<file path="src/rtl/glitch_pkg.sv">
// Shared types and default timing constants for the power-glitch campaign blocks.
package glitch_pkg;

    typedef enum logic [3:0] {
        IDLE, PWR_OFF, BOOT, ARM, DELAY, GLITCH, OBSERVE, NEXT, DONE
    } state_t;

    typedef enum logic [1:0] {
        NORMAL, FAULT, CRASH
    } outcome_t;

    typedef enum logic [1:0] {
        PH_IDLE, PH_WAIT, PH_CUT
    } pulse_phase_t;

    localparam int unsigned DEF_CLK_HZ       = 25_125_000;
    localparam int unsigned TRIG_TIMEOUT_DIV = 10;
    localparam int unsigned RESP_TIMEOUT_DIV = 100;

endpackage

</file>
<file path="src/rtl/glitch_pulse_timer.sv">
// Offset/width pulse timer: armed by a load strobe, it opens a power-cut window
// offset+1 cycles later, holds it for width cycles and flags the last cut cycle.
module glitch_pulse_timer
    import glitch_pkg::*;
#(
    parameter int OFF_W = 16,
    parameter int WID_W = 8
) (
    input  logic             CLK,
    input  logic             RST,
    input  logic             clear,
    input  logic             load,
    input  logic [OFF_W-1:0] offset,
    input  logic [WID_W-1:0] width,
    output logic             window,
    output logic             win_next,
    output logic             pulse_done
);

    pulse_phase_t     phase;
    logic [OFF_W-1:0] off_cnt;
    logic [WID_W-1:0] wid_cnt;

    assign window     = (phase == PH_CUT);
    assign pulse_done = window && (wid_cnt <= WID_W'(1));
    assign win_next   = !clear && (load ? (offset == '0)
                                        : (phase == PH_WAIT && off_cnt == OFF_W'(1)));

    // NOTE: state registers use non-blocking assignments so every flop samples
    // pre-edge values regardless of statement order.
    always_ff @(posedge CLK or posedge RST) begin
        if (RST) begin
            phase   <= PH_IDLE;
            off_cnt <= '0;
            wid_cnt <= '0;
        end else if (clear) begin
            phase <= PH_IDLE;
        end else if (load) begin
            off_cnt <= offset;
            wid_cnt <= width;
            phase   <= (offset == '0) ? PH_CUT : PH_WAIT;
        end else begin
            case (phase)
                PH_WAIT: begin
                    off_cnt <= off_cnt - 1'b1;
                    if (off_cnt == OFF_W'(1)) phase <= PH_CUT;
                end
                PH_CUT: begin
                    wid_cnt <= wid_cnt - 1'b1;
                    if (pulse_done) phase <= PH_IDLE;
                end
                default: ;
            endcase
        end
    end

endmodule

</file>
<file path="src/rtl/glitch_sweep_sched.sv">
// Power-glitch campaign scheduler: power-cycles the target, glitches after each
// trigger and sweeps (offset, width). Define STOP_ON_HIT_EN to end on the first fault.
module glitch_sweep_sched
    import glitch_pkg::*;
#(
    parameter int unsigned CLK_HZ       = DEF_CLK_HZ,
    parameter int          OFF_W        = 16,
    parameter int          WID_W        = 8,
    parameter int unsigned OFF_MIN      = 0,
    parameter int unsigned OFF_MAX      = 255,
    parameter int unsigned OFF_STEP     = 1,
    parameter int unsigned WID_MIN      = 1,
    parameter int unsigned WID_MAX      = 4,
    parameter int unsigned RESET_LEN    = CLK_HZ,
    parameter int unsigned BOOT_LEN     = CLK_HZ,
    parameter int unsigned TRIG_TIMEOUT = CLK_HZ / TRIG_TIMEOUT_DIV,
    parameter int unsigned RESP_TIMEOUT = CLK_HZ / RESP_TIMEOUT_DIV
) (
    input  logic             CLK,
    input  logic             RST,
    input  logic             start,
    input  logic             abort,
    input  logic             trig_in,
    input  logic             resp_valid,
    input  logic             resp_fault,
    output logic             target_pwr,
    output logic             busy,
    output logic             done,
    output logic [OFF_W-1:0] cur_offset,
    output logic [WID_W-1:0] cur_width,
    output logic             hit,
    output logic [OFF_W-1:0] hit_offset,
    output logic [WID_W-1:0] hit_width,
    output logic [15:0]      hit_count
);

    state_t      state, state_nxt;
    outcome_t    outcome, outcome_nxt;
    logic [31:0] cnt;
    logic        trig_s1, trig_s2, trig_s3, trig_edge;
    logic        tmr_load, window, win_next, pulse_done;
    logic        launch, off_wrap, sweep_end;
    logic [OFF_W:0] off_sum;
    logic [WID_W:0] wid_sum;

    always_ff @(posedge CLK or posedge RST) begin
        if (RST) {trig_s1, trig_s2, trig_s3} <= '0;
        else     {trig_s1, trig_s2, trig_s3} <= {trig_in, trig_s1, trig_s2};
    end
    assign trig_edge = trig_s2 && !trig_s3;

    glitch_pulse_timer #(.OFF_W(OFF_W), .WID_W(WID_W)) u_timer (
        .CLK        (CLK),
        .RST        (RST),
        .clear      (abort),
        .load       (tmr_load),
        .offset     (cur_offset),
        .width      (cur_width),
        .window     (window),
        .win_next   (win_next),
        .pulse_done (pulse_done)
    );

    // One extra bit so an offset past OFF_MAX is seen instead of wrapping.
    assign off_sum   = {1'b0, cur_offset} + (OFF_W+1)'(OFF_STEP);
    assign off_wrap  = off_sum > (OFF_W+1)'(OFF_MAX);
    assign wid_sum   = {1'b0, cur_width} + 1'b1;
    assign sweep_end = off_wrap && (wid_sum > (WID_W+1)'(WID_MAX));

    assign launch = start && !abort && (state == IDLE || state == DONE);
    assign busy   = (state != IDLE) && (state != DONE);
    assign done   = (state == DONE);

    // NOTE: every output of this block gets a default first, so no path can
    // leave one unassigned and infer a latch.
    always_comb begin
        state_nxt   = state;
        outcome_nxt = outcome;
        tmr_load    = 1'b0;
        hit         = 1'b0;
        target_pwr  = 1'b0;
        case (state)
            IDLE: if (start) state_nxt = PWR_OFF;
            PWR_OFF: if (cnt == RESET_LEN - 1) state_nxt = BOOT;
            BOOT: begin
                target_pwr = 1'b1;
                if (cnt == BOOT_LEN - 1) state_nxt = ARM;
            end
            ARM: begin
                target_pwr = 1'b1;
                if (trig_edge) begin
                    tmr_load  = 1'b1;
                    state_nxt = win_next ? GLITCH : DELAY;
                end else if (cnt == TRIG_TIMEOUT - 1) begin
                    outcome_nxt = CRASH;
                    state_nxt   = NEXT;
                end
            end
            DELAY: begin
                target_pwr = !window;
                if (win_next) state_nxt = GLITCH;
            end
            GLITCH: begin
                target_pwr = !window;
                if (pulse_done) state_nxt = OBSERVE;
            end
            OBSERVE: begin
                target_pwr = 1'b1;
                if (resp_valid) begin
                    if (resp_fault) begin
                        hit         = 1'b1;
                        outcome_nxt = FAULT;
`ifdef STOP_ON_HIT_EN
                        state_nxt   = DONE;
`else
                        state_nxt   = NEXT;
`endif
                    end else begin
                        outcome_nxt = NORMAL;
                        state_nxt   = NEXT;
                    end
                end else if (cnt == RESP_TIMEOUT - 1) begin
                    outcome_nxt = CRASH;
                    state_nxt   = NEXT;
                end
            end
            NEXT: begin
                target_pwr = 1'b1;
                if (sweep_end)               state_nxt = DONE;
                else if (outcome == CRASH)   state_nxt = PWR_OFF;
                else                         state_nxt = ARM;
            end
            DONE: begin
                target_pwr = 1'b1;
                if (start) state_nxt = PWR_OFF;
            end
            default: state_nxt = IDLE;
        endcase
        if (abort) begin
            state_nxt = IDLE;
            tmr_load  = 1'b0;
            hit       = 1'b0;
        end
    end

    always_ff @(posedge CLK or posedge RST) begin
        if (RST) begin
            state   <= IDLE;
            outcome <= NORMAL;
            cnt     <= '0;
        end else begin
            state   <= state_nxt;
            outcome <= outcome_nxt;
            if (state_nxt != state || !busy) cnt <= '0;
            else                             cnt <= cnt + 1'b1;
        end
    end

    always_ff @(posedge CLK or posedge RST) begin
        if (RST) begin
            cur_offset <= OFF_W'(OFF_MIN);
            cur_width  <= WID_W'(WID_MIN);
            hit_offset <= '0;
            hit_width  <= '0;
            hit_count  <= '0;
        end else begin
            if (launch) begin
                cur_offset <= OFF_W'(OFF_MIN);
                cur_width  <= WID_W'(WID_MIN);
                hit_count  <= '0;
            end else if (state == NEXT && !abort && !sweep_end) begin
                if (off_wrap) begin
                    cur_offset <= OFF_W'(OFF_MIN);
                    cur_width  <= wid_sum[WID_W-1:0];
                end else begin
                    cur_offset <= off_sum[OFF_W-1:0];
                end
            end
            if (hit) begin
                hit_offset <= cur_offset;
                hit_width  <= cur_width;
                if (hit_count != 16'hFFFF) hit_count <= hit_count + 1'b1;
            end
        end
    end

endmodule

</file>
<file path="config.mk">
export PLATFORM = sky130hd
export DESIGN_NAME = glitch_sweep_sched
export DESIGN_NICKNAME = d
export VERILOG_FILES = /design/src/rtl/glitch_pkg.sv /design/src/rtl/glitch_pulse_timer.sv /design/src/rtl/glitch_sweep_sched.sv
export SDC_FILE = /design/constraint.sdc
export NUM_CORES = 1
export LEC_CHECK = 0
export ABC_AREA = 1
export CAP_MARGIN = 40
export CORE_ASPECT_RATIO = 0.75
export CORE_UTILIZATION = 57
export DETAILED_ROUTE_END_ITERATION = 8
export PLACE_DENSITY = 0.82
export SLEW_MARGIN = 10
export SYNTH_ARGS = -nofsm -noshare
export SYNTH_HDL_FRONTEND = slang
export SYNTH_SLANG_ARGS = --single-unit
</file>
<file path="constraint.sdc">
create_clock -name CLK -period 5.97 [get_ports CLK]
set_input_delay 1.194 -clock CLK [delete_from_list [all_inputs] [get_ports CLK]]
set_output_delay 1.194 -clock CLK [all_outputs]
set_load 0.05 [all_outputs]
</file>
---- After elaboration in Yosys (flattened, before gate mapping) ----
Cells that the tools add are included.
Widths: inputs -> output; s select.
storage, ports and cells
  register bits after elaboration ......... 131
  logic and storage cells ................. 130
  output and inout bits ................... 68
  input port bits ......................... 7
cells by class
  order comparisons ....................... 3
  multiplexer cells ....................... 49
  bitwise gates (word level) .............. 1
  reductions and logical operators ........ 34
  equality and inequality tests ........... 23
  $add $sub $neg .......................... 6
operators with widths
  operator               count
  $mux 16                8
  $mux 4                 11
  $mux 8                 5
  $add 32x1->32 const B  1
  $eq 32x18->1 const B   1
  $eq 32x22->1 const B   1
  $eq 32x25->1 const B   1
  $mux 32                1
  $pmux 4 s8             1
  $mux 2                 10
  $add 16x1->17 const B  1
  $gt 17x8->1 const B    1
  $add 16x1->16 const B  1
  $eq 16x1->1 const B    1
  $eq 4x3->1 const B     4
  $logic_not 16->1       1
  $ne 16x16->1 const B   1
  $sub 16x1->16 const B  1
  $logic_and 1x1->1      10
  $mux 1                 10
  $reduce_bool 2->1      5
  $add 8x1->9 const B    1
  $gt 9x3->1 const B     1
  $eq 4x2->1 const B     2
  other kinds (23)       36

---- Logic depth before layout (Yosys ltp) ----
  word-level depth ........................ 14
  depth in mapped cells ................... 19
  depth with buffers taken out ............ 18

---- By module ----
From an unflattened synthesis, not the netlist that was laid out.
second synthesis, totals
  cells, all modules ...................... 995
  area, all modules ....................... 7736.2 um^2
by module, submodules not included
  module              area an instance (um^2)  seq. area each (um^2)  instances  cells each
  glitch_sweep_sched  5776.8                   2628.8                 1          687
  glitch_pulse_timer  1959.4                   650.6                  1          308

---- Worst setup path before layout ----
Ideal clock, no wire load.
  kind .................................... reg2out
  from .................................... reg state[1]
  to ...................................... out target_pwr
  required time ........................... 4776 ps
  path slack .............................. 2366 ps
  stages on the path, launching flop included .. 4
  arrival ................................. 2410 ps
  buffers on the path ..................... 0
  cell sequence ........................... dfrtp_1 or2_2 nor3_1 nand3b_1
on the way
  cells in the longest elaborated chain, start to end .. 3
  elaborated cells between the ends (all ways) .. 10
  classes of those cells .................. 7 x eq/ne; 1 x mux; 2 x reduce/logical
RTL lines
  what                       line                       text
  from (decl)                glitch_sweep_sched.sv:37   state_t state, state_nxt;
  from (signal assigned)     glitch_sweep_sched.sv:152  state <= state_nxt;
  $eq 4x4->1                 --
  named net done             glitch_sweep_sched.sv:28   output logic done,
  $reduce_or 5->1 (no line)  --
  $pmux 1 s2                 glitch_sweep_sched.sv:82   case (state)
  to (decl)                  glitch_sweep_sched.sv:26   output logic target_pwr,
The timed path passes the listed nets, and every way through them passes these cells.

---- Worst setup path after layout ----
  from .................................... in abort
  to ...................................... out hit
on the way
  cells in the longest elaborated chain, start to end .. 1
RTL lines
  what         line                       text
  from (decl)  glitch_sweep_sched.sv:22   input logic abort,
  $mux 1       glitch_sweep_sched.sv:139  if (abort) begin
  to (decl)    glitch_sweep_sched.sv:31   output logic hit,
Every way passes these cells.

==> impl_summary.md <==
Timing
The accumulated negative setup slack is 0 ns. The number of pins exceeding their max-slew limit in the final report is 0. The clock period minus final worst setup slack is 4.638 ns. The setup slack of the critical path after layout is 1.332 ns. Setup repair after global routing left no endpoint under its margin.

At the pin with the least slew margin, the transition time is 0.7902 ns. In this run the tightest slew margin relative to its limit is 47.32%. The number of hold violations in the final report was 0.

The setup clock skew after layout is 0.01635 ns. The post-route fraction of the period consumed by the critical path is 77.69%. Based on the critical path, the design can be clocked at up to around 220 MHz. Setup violations remaining at the end of the flow were counted as 0.

Worst setup path
The kind of cell with the highest combined delay along the critical path is buffers and inverters. The critical register-to-register path endpoint is cnt[12]. The largest incremental delay on the critical path is 0.71 ns. The worst setup path is of the in2out kind. The buffer and inverter count on the worst path is 5.

Among all stages on the critical path, the largest delay is contributed by sky130_fd_sc_hd__clkdlybuf4s50_1. In this run the worst path has a maximum fanout of 51. STA classifies the critical path startpoint as an input port. STA classifies the critical path endpoint as a primary output. The register-to-register setup slack is around 2.6 ns. Traced cell by cell, the critical path runs through clkdlybuf4s50_1, clkinv_1, nand2_1, buf_4, inv_1, clkdlybuf4s50_1. The most prevalent standard cell on the critical path is sky130_fd_sc_hd__clkdlybuf4s50_1. In this run the critical register-to-register path is launched from state[2]. The number of cells on the worst reg-to-reg path is 17. STA puts the critical path data required time at about 4.8 ns. The worst path arrival time is approximately 3.4 ns.

Routing
The final wirelength is 17,840 um. The average vias per placed instance is 5.558. The average wire length per cell after detail routing is approximately 15 um. The number of DRC violations after detailed routing is 0. The first detailed-routing pass ran for 5 iterations. Across all layers, the routed design uses 6,547 vias. The number of DRC markers after the initial detailed-route iteration is 590.

The antenna violation net count after detailed routing is 0.

Placed design
The worst setup slack after placement is 1.330 ns. After legalization and detailed placement, the total HPWL measured 12,430 um. During placement, the flow inserted port buffers numbering 74.

The final RePlAce weighted congestion is 0.9170.

Die
The core footprint is 0.01235 mm^2. The floorplan has 35 rows. The initial core utilization is 58.88%. 75 I/O pins were placed. The die outline height is about 100 um. The die footprint is around 0.013 mm^2. The width of the die is ~130 um.

Global routing
The initial antenna violation count is 0. Entering global routing, the biggest net connects 90 pins. The first global-routing pass estimated ~30,000 um of wire.

The global-route total usage across every layer is 28.68%. The number of global-route vias before repair is 6,037. Global routing finished with a remaining overflow of 0.

Final layout
Leaving out fill and tap cells, the most frequent cell in the layout is sky130_fd_sc_hd__nand2_1. Once layout is complete, the utilization of the core stands at 71.19%. The layout net count is 1,019.

Cells with a size suffix above 1 make up 9.486% of the layout. Leaving out fill and tap cells, the most frequent cells in the layout are 176 x sky130_fd_sc_hd__nand2_1, 130 x sky130_fd_sc_hd__dfrtp_1, 127 x sky130_fd_sc_hd__inv_1, 99 x sky130_fd_sc_hd__nor2_1, 74 x sky130_fd_sc_hd__clkdlybuf4s50_1. Fill cells in the final layout number 970. Compared with the post-synthesis result, the final layout area differs by 20.91%. The repair_antennas step left the layout with diodes totalling 0.

Clock network
The clock network latency to the later pin of the worst-skew pair is 0.43 ns. The largest buffer count on any clock path is 2. Once the clock tree was built, the resizer swapped 0 gates to a different size. The buffers inserted during post-CTS setup optimization is 0. The number of buffers inserted for hold repair after clock tree synthesis is 0.

The count of H-tree levels built during CTS is 4. The clock tree root buffer cell is sky130_fd_sc_hd__clkbuf_16. The clock-pin transition on the worst setup and hold timing paths is about 0.060 ns. CTS saw 131 sinks.

The number of clock buffers inserted by TritonCTS is 17. TritonCTS built the clock tree.

Outcome
The flow ran to the end, and the final reports show no timing, DRC or antenna violations.

Min path
The path with the worst hold slack has its endpoint at trig_s2. The hold-critical path depth is 0. The startpoint of the lowest-slack hold path is trig_s1.

The type of the tightest min-delay check is reg2reg.

Synthesis
When the netlist entered floorplanning its net count stood at 940. In the synthesized netlist the dominant register cell turns out to be sky130_fd_sc_hd__dfrtp_1. The average instance area after synthesis is slightly below 8 um^2. Counting every instance in the synthesized netlist gives 920. The proportion of register bits with asynchronous set or reset after synthesis is 100.0%. The number of synthesized flops with an enable pin is 0.

The synthesis warning total is 0. The share of synthesized area occupied by flip-flops and latches is between 40% and 50%. The number of synthesized register bits is about 130. Summing every instance area after synthesis gives 0.007271 mm^2. The unique cell type count in the Yosys netlist is 45.

Pwr
Across the VDD grid, the largest voltage drop is 0.2629 mV. The overall power consumption is around 2.8 mW. Dividing total power by cell area gives a power density of roughly 320 mW/mm^2. In this run the static leakage power is 3.881 nW.

Flow run
The number of maximum-capacitance constraint violations is 0.
==> through the flow <==
stage | cell area (um^2) | hold WS [ns] | std cells
2_1_floorplan | 7271 | 0.3312 | 920
3_5_place_dp | 8180 | 0.3347 | 1146
4_1_cts | 8791 | 0.3548 | 1178
6_report | 8791 | 0.3529 | 1178
5_1_grt | 8791 | 0.3575 | 1178
3_3_place_gp | 8153 | 0.3318 | 1145
==> worst reg2reg max path, delay by kind of cell, from the launching register on <==
kind | cells | cell delay [ns]
and+or+nand+nor | 14 | 1.95
DFF | 1 | 0.43
buffers and inverters | 3 | 0.89
==> how the worst max path moves through the flow <==
| stage | start | endpoint | slack [ns] | cells past startpoint |
|---|---|---|---|---|
| 3_3_place_gp | abort | hit | 1.35 | 6 |
| 4_1_cts | abort | hit | 1.34 | 6 |
| 6_report | abort | hit | 1.33 | 6 |
| 2_1_floorplan | RST | cnt[0] | 1.28 | 1 |
| 5_1_grt | abort | hit | 1.17 | 6 |
| 3_5_place_dp | abort | hit | 1.33 | 6 |
==> final cells by class <==
class / count / area [um^2] / area share (%)
multi-input combinational: 640 / 3406 / 38.74
sequential: 131 / 3279 / 37.30
timing repair buffer: 78 / 790.8 / 8.995
inverter: 131 / 496.7 / 5.650
clock buffer: 19 / 452.9 / 5.152
tap: 166 / 207.7 / 2.363
clock inverter: 13 / 157.7 / 1.793
==> where the power goes <==
| part | leakage [nW] | internal, mW | total (mW) | switching [mW] |
|---|---|---|---|---|
| logic | 1.80 | 0.223 | 0.650 | 0.427 |
| clock network | 0.303 | 0.678 | 1.08 | 0.405 |
| registers | 1.78 | 0.997 | 1.11 | 0.113 |
| total | 3.88 | 1.90 | 2.84 | 0.945 |
==> cells in the mapped netlist, types with 2 or more instances <==
cell type | count | area (um^2)
sky130_fd_sc_hd__xnor2_1 | 6 | 52.55
sky130_fd_sc_hd__nand3_2 | 2 | 20.02
sky130_fd_sc_hd__nor2_2 | 34 | 212.7
sky130_fd_sc_hd__o21ai_0 | 56 | 280.3
sky130_fd_sc_hd__o22ai_1 | 9 | 56.30
sky130_fd_sc_hd__nor2_4 | 2 | 22.52
sky130_fd_sc_hd__buf_2 | 3 | 15.01
sky130_fd_sc_hd__a31oi_1 | 2 | 12.51
sky130_fd_sc_hd__buf_1 | 2 | 7.510
sky130_fd_sc_hd__inv_1 | 128 | 480.5
sky130_fd_sc_hd__nand3_1 | 72 | 360.4
sky130_fd_sc_hd__nor2_1 | 99 | 371.6
sky130_fd_sc_hd__nand2_2 | 7 | 43.79
sky130_fd_sc_hd__nand2_1 | 176 | 660.6
sky130_fd_sc_hd__a21oi_1 | 13 | 65.06
sky130_fd_sc_hd__o221ai_1 | 10 | 87.58
sky130_fd_sc_hd__ha_1 | 13 | 162.7
sky130_fd_sc_hd__buf_6 | 3 | 33.78
sky130_fd_sc_hd__or2_2 | 7 | 43.79
sky130_fd_sc_hd__nand4_1 | 24 | 150.1
sky130_fd_sc_hd__nor3_1 | 28 | 140.1
sky130_fd_sc_hd__dfrtp_1 | 130 | 3253
sky130_fd_sc_hd__o21ai_1 | 2 | 10.01
sky130_fd_sc_hd__o211ai_1 | 10 | 75.07
sky130_fd_sc_hd__o311ai_0 | 7 | 61.31
sky130_fd_sc_hd__nand3b_1 | 5 | 37.54
sky130_fd_sc_hd__nor4_1 | 7 | 43.79
sky130_fd_sc_hd__inv_2 | 2 | 7.510
sky130_fd_sc_hd__clkbuf_1 | 10 | 37.54
sky130_fd_sc_hd__o21a_1 | 2 | 15.01
sky130_fd_sc_hd__xor2_1 | 35 | 306.5
==> registers in the layout, indices dropped and copies added (netlist names) <==
| register | cells |
|---|---|
| cnt | 32 |
| cur_offset | 16 |
| cur_width | 8 |
| hit_count | 16 |
| hit_offset | 16 |
| hit_width | 8 |
| outcome | 2 |
| state | 4 |
| trig_s1 | 1 |
| trig_s2 | 1 |
| trig_s3 | 1 |
| u_timer.off_cnt | 16 |
| u_timer.phase | 2 |
| u_timer.wid_cnt | 8 |
==> logic make-up (layout without fill, tap and decap cells) <==
group	Yosys count	after routing	share of synthesized area [%]
buffers and inverters	149	241	8.054
and+or+nand+nor	464	464	29.13
adders and majority gates	13	13	2.237
muxes	1	1	0.1377
AOI/OAI and AO/OA	121	121	10.39
DFF	131	131	45.10
xor gates and xnor gates	41	41	4.939
==> layer usage <==
metal	up-vias	part of all wire, %	routed length [um]	track usage, %
li1	3184	-	-	-
met2	278	44	7775	42.47
met4	0	1.3	223	8.134
met1	3056	47	8324	41.53
met5	-	0	0	0
met3	29	8.5	1512	7.727
(Power assumes the default switching activity.)
